File: config.mk
export PLATFORM = sky130hd
export DESIGN_NAME = divider_rv32m
export DESIGN_NICKNAME = d
export VERILOG_FILES = /design/src/rtl/divider_rv32m_pkg.sv /design/src/rtl/divider_rv32m_cp.sv /design/src/rtl/divider_rv32m.sv
export SDC_FILE = /design/constraint.sdc
export NUM_CORES = 1
export LEC_CHECK = 0
export ABC_AREA = 0
export BUFFER_PORTS_ARGS = -buffer_cell sky130_fd_sc_hd__buf_4
export CAP_MARGIN = 20
export CORE_ASPECT_RATIO = 1.5
export CORE_MARGIN = 5
export CORE_UTILIZATION = 45
export DETAILED_ROUTE_END_ITERATION = 6
export PLACE_DENSITY = 0.71
export SYNTH_ARGS = -nofsm -noshare
export SYNTH_HDL_FRONTEND = slang
export SYNTH_HIERARCHICAL = 1
export SYNTH_SLANG_ARGS = --single-unit
File: constraint.sdc
create_clock -name clk_i -period 6.4 [get_ports clk_i]
set_clock_uncertainty 0.15 [all_clocks]
set_input_delay 1.28 -clock clk_i [delete_from_list [all_inputs] [get_ports clk_i]]
set_output_delay 1.28 -clock clk_i [all_outputs]
set_load 0.01 [all_outputs]
File: src/rtl/divider_rv32m_pkg.sv
// Shared RV32M divider definitions: op encodings, divider state encoding, width default and result constants.
// State encoding is Gray-ordered along IDLE->CALC->FIX->DONE->IDLE so each transition flips one bit.
package rv32m_pkg;

    localparam int XLEN_DEF = 32;

    localparam logic [1:0] OP_DIV  = 2'b00;
    localparam logic [1:0] OP_DIVU = 2'b01;
    localparam logic [1:0] OP_REM  = 2'b10;
    localparam logic [1:0] OP_REMU = 2'b11;

    typedef enum logic [1:0] {
        IDLE = 2'b00,
        CALC = 2'b01,
        FIX  = 2'b11,
        DONE = 2'b10
    } div_state_t;

    localparam logic [XLEN_DEF-1:0] DIV_ZERO_Q = {XLEN_DEF{1'b1}};
    localparam logic [XLEN_DEF-1:0] SIGNED_MIN = {1'b1, {(XLEN_DEF-1){1'b0}}};

endpackage

File: src/rtl/divider_rv32m_cp.sv
// Divider control path: FSM, iteration counter, registered busy/done, and the IDLE short-cut to DONE.
// A request is accepted only in IDLE; short_i (special case or reuse hit) skips CALC/FIX entirely.
module divider_cp
    import rv32m_pkg::*;
#(
    parameter int XLEN = XLEN_DEF
) (
    input  logic clk_i,
    input  logic rst_i,
    input  logic start_i,
    input  logic short_i,
    output logic load_o,
    output logic calc_o,
    output logic fix_o,
    output logic busy_o,
    output logic done_o
);

    localparam int CW = $clog2(XLEN);

    div_state_t    state_q;
    logic [CW-1:0] cnt_q;
    logic          busy_q;
    logic          done_q;

    always_ff @(posedge clk_i or posedge rst_i) begin
        if (rst_i) begin
            state_q <= IDLE;
            cnt_q   <= '0;
            busy_q  <= 1'b0;
            done_q  <= 1'b0;
        end else begin
            case (state_q)
                IDLE: begin
                    done_q <= 1'b0;
                    if (start_i) begin
                        cnt_q  <= '0;
                        busy_q <= 1'b1;
                        if (short_i) begin
                            state_q <= DONE;
                            done_q  <= 1'b1;
                        end else begin
                            state_q <= CALC;
                        end
                    end
                end
                CALC: begin
                    cnt_q <= cnt_q + 1'b1;
                    if (cnt_q == CW'(XLEN - 1)) begin
                        state_q <= FIX;
                    end
                end
                FIX: begin
                    state_q <= DONE;
                    done_q  <= 1'b1;
                end
                default: begin
                    state_q <= IDLE;
                    busy_q  <= 1'b0;
                    done_q  <= 1'b0;
                end
            endcase
        end
    end

    assign load_o = (state_q == IDLE) && start_i;
    assign calc_o = (state_q == CALC);
    assign fix_o  = (state_q == FIX);
    assign busy_o = busy_q;
    assign done_o = done_q;

endmodule

File: src/rtl/divider_rv32m.sv
// RV32M restoring divider (DIV/DIVU/REM/REMU), one quotient bit per cycle, start/busy/done handshake.
// Optional DIV_RESULT_REUSE_EN keeps the last operands/results so a repeated request completes in one cycle.
module divider_rv32m
    import rv32m_pkg::*;
#(
    parameter int XLEN = XLEN_DEF
) (
    input  logic            clk_i,
    input  logic            rst_i,
    input  logic            start_i,
    input  logic [1:0]      op_i,
    input  logic [XLEN-1:0] a_i,
    input  logic [XLEN-1:0] b_i,
    output logic            busy_o,
    output logic            done_o,
    output logic [XLEN-1:0] result_o
);

    localparam logic [XLEN-1:0] SMIN  = {1'b1, {(XLEN-1){1'b0}}};
    localparam logic [XLEN-1:0] ONES  = {XLEN{1'b1}};

    logic [XLEN-1:0] r_q, q_q, b_q, res_q;
    logic            op1_q, neg_a_q, neg_b_q;
    logic            load, calc, fix, short_req;

    // Operand conditioning for the start cycle
    logic            sgn, neg_a, neg_b, div0, ovf, hit;
    logic [XLEN-1:0] abs_a, abs_b, spec_q, spec_r, short_res, hit_res;

    assign sgn   = ~op_i[0];
    assign neg_a = sgn & a_i[XLEN-1];
    assign neg_b = sgn & b_i[XLEN-1];
    assign abs_a = neg_a ? (~a_i + 1'b1) : a_i;
    assign abs_b = neg_b ? (~b_i + 1'b1) : b_i;
    assign div0  = (b_i == '0);
    assign ovf   = sgn && (a_i == SMIN) && (b_i == ONES);

    // Remainder of a divide-by-zero is the raw dividend, never sign-corrected
    assign spec_q = div0 ? ONES : SMIN;
    assign spec_r = div0 ? a_i  : '0;

    always_comb begin
        short_res = hit_res;
        if (div0 || ovf) begin
            short_res = op_i[1] ? spec_r : spec_q;
        end
    end

    assign short_req = div0 | ovf | hit;

    // One restoring step: R stays below B, so the difference fits in XLEN bits
    logic [XLEN:0]   t;
    logic            ge;
    logic [XLEN-1:0] diff, fix_q, fix_r;

    assign t     = {r_q, q_q[XLEN-1]};
    assign ge    = (t >= {1'b0, b_q});
    assign diff  = t[XLEN-1:0] - b_q;
    assign fix_q = (neg_a_q ^ neg_b_q) ? (~q_q + 1'b1) : q_q;
    assign fix_r = neg_a_q ? (~r_q + 1'b1) : r_q;

    always_ff @(posedge clk_i or posedge rst_i) begin
        if (rst_i) begin
            r_q     <= '0;
            q_q     <= '0;
            b_q     <= '0;
            res_q   <= '0;
            op1_q   <= 1'b0;
            neg_a_q <= 1'b0;
            neg_b_q <= 1'b0;
        end else if (load) begin
            op1_q   <= op_i[1];
            neg_a_q <= neg_a;
            neg_b_q <= neg_b;
            q_q     <= abs_a;
            b_q     <= abs_b;
            r_q     <= '0;
            if (short_req) begin
                res_q <= short_res;
            end
        end else if (calc) begin
            r_q <= ge ? diff : t[XLEN-1:0];
            q_q <= {q_q[XLEN-2:0], ge};
        end else if (fix) begin
            res_q <= op1_q ? fix_r : fix_q;
        end
    end

`ifdef DIV_RESULT_REUSE_EN
    logic [XLEN-1:0] raw_a_q, raw_b_q, c_a_q, c_b_q, c_qt_q, c_rm_q;
    logic            raw_s_q, c_s_q, c_vld_q;

    assign hit     = c_vld_q && (a_i == c_a_q) && (b_i == c_b_q) && (sgn == c_s_q);
    assign hit_res = op_i[1] ? c_rm_q : c_qt_q;

    always_ff @(posedge clk_i or posedge rst_i) begin
        if (rst_i) begin
            raw_a_q <= '0;
            raw_b_q <= '0;
            raw_s_q <= 1'b0;
            c_a_q   <= '0;
            c_b_q   <= '0;
            c_s_q   <= 1'b0;
            c_qt_q  <= '0;
            c_rm_q  <= '0;
            c_vld_q <= 1'b0;
        end else if (load) begin
            raw_a_q <= a_i;
            raw_b_q <= b_i;
            raw_s_q <= sgn;
            if (div0 || ovf) begin
                c_a_q   <= a_i;
                c_b_q   <= b_i;
                c_s_q   <= sgn;
                c_qt_q  <= spec_q;
                c_rm_q  <= spec_r;
                c_vld_q <= 1'b1;
            end
        end else if (fix) begin
            c_a_q   <= raw_a_q;
            c_b_q   <= raw_b_q;
            c_s_q   <= raw_s_q;
            c_qt_q  <= fix_q;
            c_rm_q  <= fix_r;
            c_vld_q <= 1'b1;
        end
    end
`else
    assign hit     = 1'b0;
    assign hit_res = '0;
`endif

    divider_cp #(
        .XLEN(XLEN)
    ) u_cp (
        .clk_i   (clk_i),
        .rst_i   (rst_i),
        .start_i (start_i),
        .short_i (short_req),
        .load_o  (load),
        .calc_o  (calc),
        .fix_o   (fix),
        .busy_o  (busy_o),
        .done_o  (done_o)
    );

    assign result_o = res_q;

endmodule

==> metrics.md, run 1 <==
| Metric | Value |
|---|---|
| Outcome | finished clean |
| Number of DRC markers in iteration 0 | 1015 |
| Commonest non-fill, non-tap cell in the layout | nand2_1 |
| Routability congestion estimate from global placement | 0.9757 |
| Die height | 205.1 um |
| Hold_ws | 0.3362 ns |
| Layout Nets | 1579 |
| Post-route minimum period | 4.063 ns |
| Die Span X | 140.1 um |
| DR WL/cell | 19.26 um |
| Setup_tns | 0 ns |
| R2R depth | 12 |
| Layout fillers | 2432 |
| Deepest clock path buffer count | 2 |
| Port bufs | 102 |
| DRC Markers | 0 |
| Relative slew margins | 0.2474 |
| Reg-to-Reg Start | q_q[31]$_DFFE_PP0P_ |
| Hpwl dp | 26010 um |
| Top cells by area, synth | dfrtp_1, xnor2_1, nand2_1 |
| Post-Synthesis Cells | 1414 |
| Reg-to-reg slack, setup | 2.56 ns |
| Core Box Area | 25050 um2 |
| Avg Cell Area, Syn | 8.074 um2 |
| Vias | 10893 |
| Hold path cells | 2 |
| Cts repair resizes | 0 |
| Final Non-Filler Cells | 1807 |
| Post-place setup slack | 1.977 ns |
| Vias in the first global route | 10612 |
| Final hold viol count | 0 |
| Crit end category | flip-flop |
| TritonCTS buffer count | 17 |
| Area Overhead vs Synth | 14.11% |
| Clk slew on worst S/H paths | 0.06 ns |
| Area occupied by multi-input gates | 7346 um2 |
| Most frequent cells in the layout | nand2_1, dfrtp_1, nor2_1 |
| Overflow after GRT | 0 |
| Final Max Slew Viols | 0 |
| Setup Buffers After CTS | 0 |
| Hold Path Class | reg -> reg |
| Antenna violations before repair | 0 |
| Row count | 71 |
| VDD IR-drop max | 0.3320 mV |
| Total track usage | 0.2412 |
| Post-route setup slack | 2.337 ns |
| RR Endpoint | r_q[28]$_DFFE_PP0P_ |
| Final setup vio count | 0 |
| Yosys warns | 6 |
| Largest net degree at the start of global routing | 91 |
| Syn nets | 1527 |
| Die area | 28720 um2 |
| Worst hold start | u_cp/done_o$_DFFE_PP0N_ |
| Initial Util | 0.4557 |
| Initial DRT Pass Iterations | 6 |
| Cell Chain, Critical Path | buf_4 -> or4_1 -> nor4_1 -> nand3_1 -> nor3_2 -> o21ai_2 -> nand2_2 -> o211ai_1 -> o21a_1 |
| RSZ-0062 raised after global routing | no |
| Actual slew at the worst max-slew pin | 1.120 ns |
| Clock latency on the worst-skew pair | 0.43 ns |
| Critical path arrival | 4.24 ns |
| Post-synth top area share | 0.3069 |
| Yosys cell types | 87 |
| Synth area leader | dfrtp_1 |
| Worst stage delay on the critical path | 0.59 ns |
| Post-DRT Antenna Nets | 0 |
| CTS Root Cell | clkbuf_16 |
| Fmax | 246.1 MHz |
| Diode count | 0 |
| Max Cap Violations | 0 |
| Post-CTS Hold Fix Bufs | 0 |
| Tcrit/Tclk final | 0.6348 |
| Post-synth EDFFs | 0 |
| FF/Latch Area | 3503 um2 |
| Inst Count DP | 1774 |
| Netlist Area Pre-Place | 11420 um2 |
| Cell area power density | 588.1 nW/um2 |
| CTS Sinks | 140 |
| Number of vias per cell | 6.028 |
| Post-synthesis sequential area ratio | 0.3069 |
| Critical Path RT | 6.57 ns |
| Startpoint Class | input port |
| Critical path class | in -> reg |
| Fraction of layout cells with a size suffix above 1 | 0.1359 |
| Routed WL | 34800 um |
| Seq cells post-synth | 140 |
| Worst Path Max Fanout | 35 |
| Htree depth | 4 |
| Top_reg_cell synth | dfrtp_1 |
| Leak pwr | 5.436 nW |
| First-pass GRT wire length | 56370 um |
| Hold Crit Endpoint | u_cp/done_o$_DFFE_PP0N_ |
| Critical-path top delay cell | or4_1 |
| Async S/R FF share, synth | 1.000 |
| Io pins | 103 |
| CTS tree | yes |
kinds of logic after synthesis:
family,Yosys count,share of synthesized area
and+or+nand+nor,491,0.2150
AOI/OAI and AO/OA,412,0.2318
buffers and inverters,144,0.05140
xor gates and xnor gates,143,0.1097
DFF,140,0.3069
adders and majority gates,44,0.04888
muxes,40,0.03628
where the power goes:
group          internal [W]  switching, W
logic               0.00198       0.00270
clock network      0.000693      0.000400
registers           0.00134      0.000551
total               0.00401       0.00366
synth_stat cells, types with 5 or more instances:
library cell,n
a21oi_1,110
o21ai_1,5
mux2i_1,35
a311oi_1,28
a41oi_1,6
clkbuf_1,56
or4_1,16
xor2_1,62
nand3_1,28
o21ai_0,113
nand3b_1,5
xnor2_1,81
o211ai_1,19
and3_1,9
or2_2,9
nor3_1,31
buf_4,5
buf_1,9
nor2_1,132
and2_1,7
nor4_1,10
dfrtp_1,140
nand2b_1,13
or3_1,10
o41ai_1,12
nor2b_1,9
nand4_1,24
a21o_1,18
ha_1,43
a31oi_1,24
inv_1,60
a211oi_1,7
buf_2,10
o31ai_1,26
nand2_1,155
critical path, delay by kind of cell:
kind / cells / cell delay [ns]
compound gates: 3 / 0.43
simple gates: 5 / 2.38
buf+inv: 1 / 0.13
final cells by class:
| cell class | instances | area share |
|---|---|---|
| well taps | 328 | 0.03151 |
| multi-input cells | 1130 | 0.5639 |
| inverters | 62 | 0.01825 |
| clock inverters | 10 | 0.01239 |
| flip-flops and latches | 140 | 0.2689 |
| repair buffers | 115 | 0.06781 |
| clock buffers | 22 | 0.03717 |
per-stage QoR:
stage                     cell area, um2  utilization  total power, W
after global placement             12350       0.4928        0.006401
after global routing               13030       0.5200        0.008294
after floorplan                    11420            -        0.005273
final                              13030       0.5200        0.007661
after CTS                          13000       0.5189        0.007610
after detailed placement           12350       0.4931        0.006496
how the worst max path moves through the flow:
stage | slack [ns] | endpoint | depth (start not counted) | startpoint
2_1_floorplan | 1.47 | b_q[0]$_DFFE_PP0P_ | 1 | rst_i
3_3_place_gp | 1.99 | result_o[30]$_DFFE_PP0P_ | 7 | b_i[2]
3_5_place_dp | 1.98 | result_o[0]$_DFFE_PP0P_ | 9 | a_i[10]
4_1_cts | 2.41 | result_o[0]$_DFFE_PP0P_ | 9 | a_i[10]
5_1_grt | 2.17 | result_o[0]$_DFFE_PP0P_ | 11 | a_i[0]
6_report | 2.34 | result_o[0]$_DFFE_PP0P_ | 9 | a_i[10]
sequential cells by signal, summed over array words and instances (netlist names):
register and flops:
neg_b_q 1, r_q 32, u_cp/cnt_q 5, result_o 32
u_cp/done_o 1, b_q 32, u_cp/busy_o 1, op1_q 1
u_cp/state_q 2, q_q 32, neg_a_q 1
layer usage:
metal / routed length [um] / track usage
met5: 0 / 0
met1: 13860 / 0.2879
met3: 1801 / 0.03083
met4: 1656 / 0.1184
met2: 17490 / 0.4262
Power figures use the tool's default switching activity.
==> inputs of run 2 (changes only) <==
- PLACE_DENSITY: 0.71 -> 0.74
- clock period: 6.4 -> 3.5 ns (I/O delays scaled with it)
==> run 2 against run 1 <==
  * Critical path depth grew 2
  * Non-clock buffer count grew 50
  * Clock-buffer cell count shrank 4
  * First-iteration DRC count grew 4.3%
  * Worst hold slack lost 0.25 ns
  * Flip-flop and latch count is the same
  * Total power grew 88%
  * Critical path type is now reg -> reg
  * Largest cell class unchanged
  * Highest routed layer unchanged
==> metrics.md, run 2 (synthesis gave the netlist of run 1 again) <==
| Metric | Value |
|---|---|
| Reg-to-reg slack, setup | 0.17 ns (-2.39 ns) |
| Power, Total | 0.01439 W (+88%) |
| Routed WL | 36500 um (+4.9%) |
| Clock latency on the worst-skew pair | 0.44 ns (about the same) |
| Die height | 205.1 um (unchanged) |
| Most frequent cells in the layout | buf_4, nand2_1, dfrtp_1 |
| Area Overhead vs Synth | 17.41% |
| CTS Sinks | 140 (unchanged) |
| Commonest non-fill, non-tap cell in the layout | buf_4 |
| Htree depth | 4 (unchanged) |
| Row count | 71 (unchanged) |
| Vias | 11273 (+3.5%) |
| Post-CTS Hold Fix Bufs | 0 (unchanged) |
| Cell area power density | 1074 nW/um2 (+83%) |
| Post-place setup slack | 0.02851 ns (-1.948 ns) |
| DR WL/cell | 19.65 um (+2.0%) |
| TritonCTS buffer count | 17 (unchanged) |
| Final Max Slew Viols | 0 (unchanged) |
| Number of DRC markers in iteration 0 | 1059 (+4.3%) |
| Max Cap Violations | 0 (unchanged) |
| Fraction of layout cells with a size suffix above 1 | 0.1668 (+0.03087) |
| Die Span X | 140.1 um (unchanged) |
| Critical path arrival | 3.51 ns (-0.73 ns) |
| Actual slew at the worst max-slew pin | 0.8973 ns (-0.2231 ns) |
| Cell Chain, Critical Path | inv_1 -> ha_1 -> a21oi_1 -> o21ai_0 -> a22oi_1 -> o211ai_1 -> o21ai_2 -> and2_2 -> buf_4 -> nand2_1 -> a311oi_1 |
| Outcome | finished clean |
| Die area | 28720 um2 (unchanged) |
| Post-route setup slack | 0.1694 ns (-2.168 ns) |
| Cell family with most CP delay | compound AO/OA/AOI/OAI gates |
| DRC Markers | 0 (unchanged) |
| RSZ-0062 raised after global routing | no |
| Antenna violations before repair | 0 (unchanged) |
| Number of vias per cell | 6.071 (+0.70%) |
| Hold_ws | 0.08950 ns (-0.2467 ns) |
| Layout Nets | 1629 (+3.2%) |
| Worst Path Max Fanout | 15 (-57%) |
| Overflow after GRT | 0 (unchanged) |
| Relative slew margins | 0.4011 (+0.1537) |
| Leak pwr | 5.668 nW (+4.3%) |
| Final setup vio count | 0 (unchanged) |
| Deepest clock path buffer count | 2 (unchanged) |
| Clk slew on worst S/H paths | 0.06 ns (about the same) |
| Critical Path RT | 3.68 ns (-2.89 ns) |
| Hold Path Class | in -> async |
| Routability congestion estimate from global placement | 0.9640 (-1.2%) |
| Startpoint Class | flip-flop |
| Hpwl dp | 27370 um (+5.2%) |
| Critical-path top delay cell | ha_1 |
| Fmax | 300.2 MHz |
| Tcrit/Tclk final | 0.9516 |
| Post-DRT Antenna Nets | 0 (unchanged) |
| Total track usage | 0.2484 (+0.007263) |
| Final hold viol count | 0 (unchanged) |
| Initial Util | 0.4557 (unchanged) |
| VDD IR-drop max | 0.5042 mV (+52%) |
| Worst stage delay on the critical path | 0.37 ns (-0.22 ns) |
| Post-route minimum period | 3.331 ns |
| Core Box Area | 25050 um2 (unchanged) |
| Crit end category | flip-flop |
| Diode count | 0 (unchanged) |
| Initial DRT Pass Iterations | 5 (-1) |
| CTS Root Cell | clkbuf_16 |
| Io pins | 103 (unchanged) |
| CP bufs+invs | 2 (+1) |
| Port bufs | 102 (unchanged) |
| Setup_tns | 0 ns (unchanged) |
| First-pass GRT wire length | 57380 um (+1.8%) |
| Vias in the first global route | 10921 (+2.9%) |
| CTS tree | yes |
| Largest net degree at the start of global routing | 132 (+45%) |
| Critical path class | reg -> reg |
-- run 2: changes by cell type in the layout (fill, tap and decap cells not counted), moves of 2 or more --
| cell | delta |
|---|---|
| clkinv_2 | -2 |
| clkinv_4 | +3 |
| buf_12 | +3 |
| buf_4 | +48 |
| inv_6 | +3 |
| clkbuf_8 | -3 |
-- run 2: path summary, 6_finish.rpt --
kind                                              to               startpoint  cells past startpoint
min reg2reg                  result_o[0]$_DFFE_PP0P_  result_o[0]$_DFFE_PP0P_                      1
max reg2reg                      r_q[13]$_DFFE_PP0P_      b_q[20]$_DFFE_PP0P_                     11
max in group asynchronous    result_o[6]$_DFFE_PP0P_                    rst_i                      3
max                              r_q[13]$_DFFE_PP0P_      b_q[20]$_DFFE_PP0P_                     11
min                        u_cp/cnt_q[1]$_DFFE_PP0P_                    rst_i                      2
min in group clk_i           result_o[0]$_DFFE_PP0P_  result_o[0]$_DFFE_PP0P_                      1
-- run 2: worst register-to-register path, stage by stage (launching register included) --
cell and delay (ns):
dfrtp_1 0.35, inv_1 0.08, ha_1 0.37, a21oi_1 0.23, o21ai_0 0.22, a22oi_1 0.33
o211ai_1 0.25, o21ai_2 0.33, and2_2 0.28, buf_4 0.24, nand2_1 0.08, a311oi_1 0.31
-- run 2: routing by layer --
| metal | track usage | vias to the layer above | share of wire |
|---|---|---|---|
| met3 | 0.03993 | 114 | 0.052 |
| met2 | 0.4425 | 435 | 0.51 |
| met1 | 0.2691 | 5413 | 0.37 |
| li1 | - | 5311 | - |
| met5 | 0 | - | 0 |
| met4 | 0.1672 | 0 | 0.068 |
-- run 2: repair_timing --
item | CTS | global route
buffers inserted | 0 | 3
resized for setup | 1 | 2
setup endpoints to repair | 2 | 17
pin swaps | 0 | 1
-- run 2: metrics by stage --
stage          std cells  cell area [um2]  utilization
3_3_place_gp        1822            12750       0.5089
4_1_cts             1854            13380       0.5339
6_report            1857            13400       0.5350
2_1_floorplan       1414            11420            -
5_1_grt             1857            13400       0.5350
3_5_place_dp        1822            12750       0.5089
-- run 2: area by class of cell --
cell class / count / area [um2]
Fill cell: 2359 / 11650
Tap cell: 328 / 410.4
Inverter: 62 / 236.5
Timing Repair Buffer: 165 / 1276
Clock inverter: 14 / 182.7
Sequential cell: 140 / 3503
Clock buffer: 18 / 439.2
Multi-Input combinational cell: 1130 / 7355
-- run 2: power breakdown --
part	leakage, nW	switching, W	total, W	internal [W]
clock network	0.294	0.000816	0.00197	0.00115
registers	1.66	0.000849	0.00329	0.00244
logic	3.72	0.00529	0.00913	0.00384
total	5.67	0.00695	0.0144	0.00744
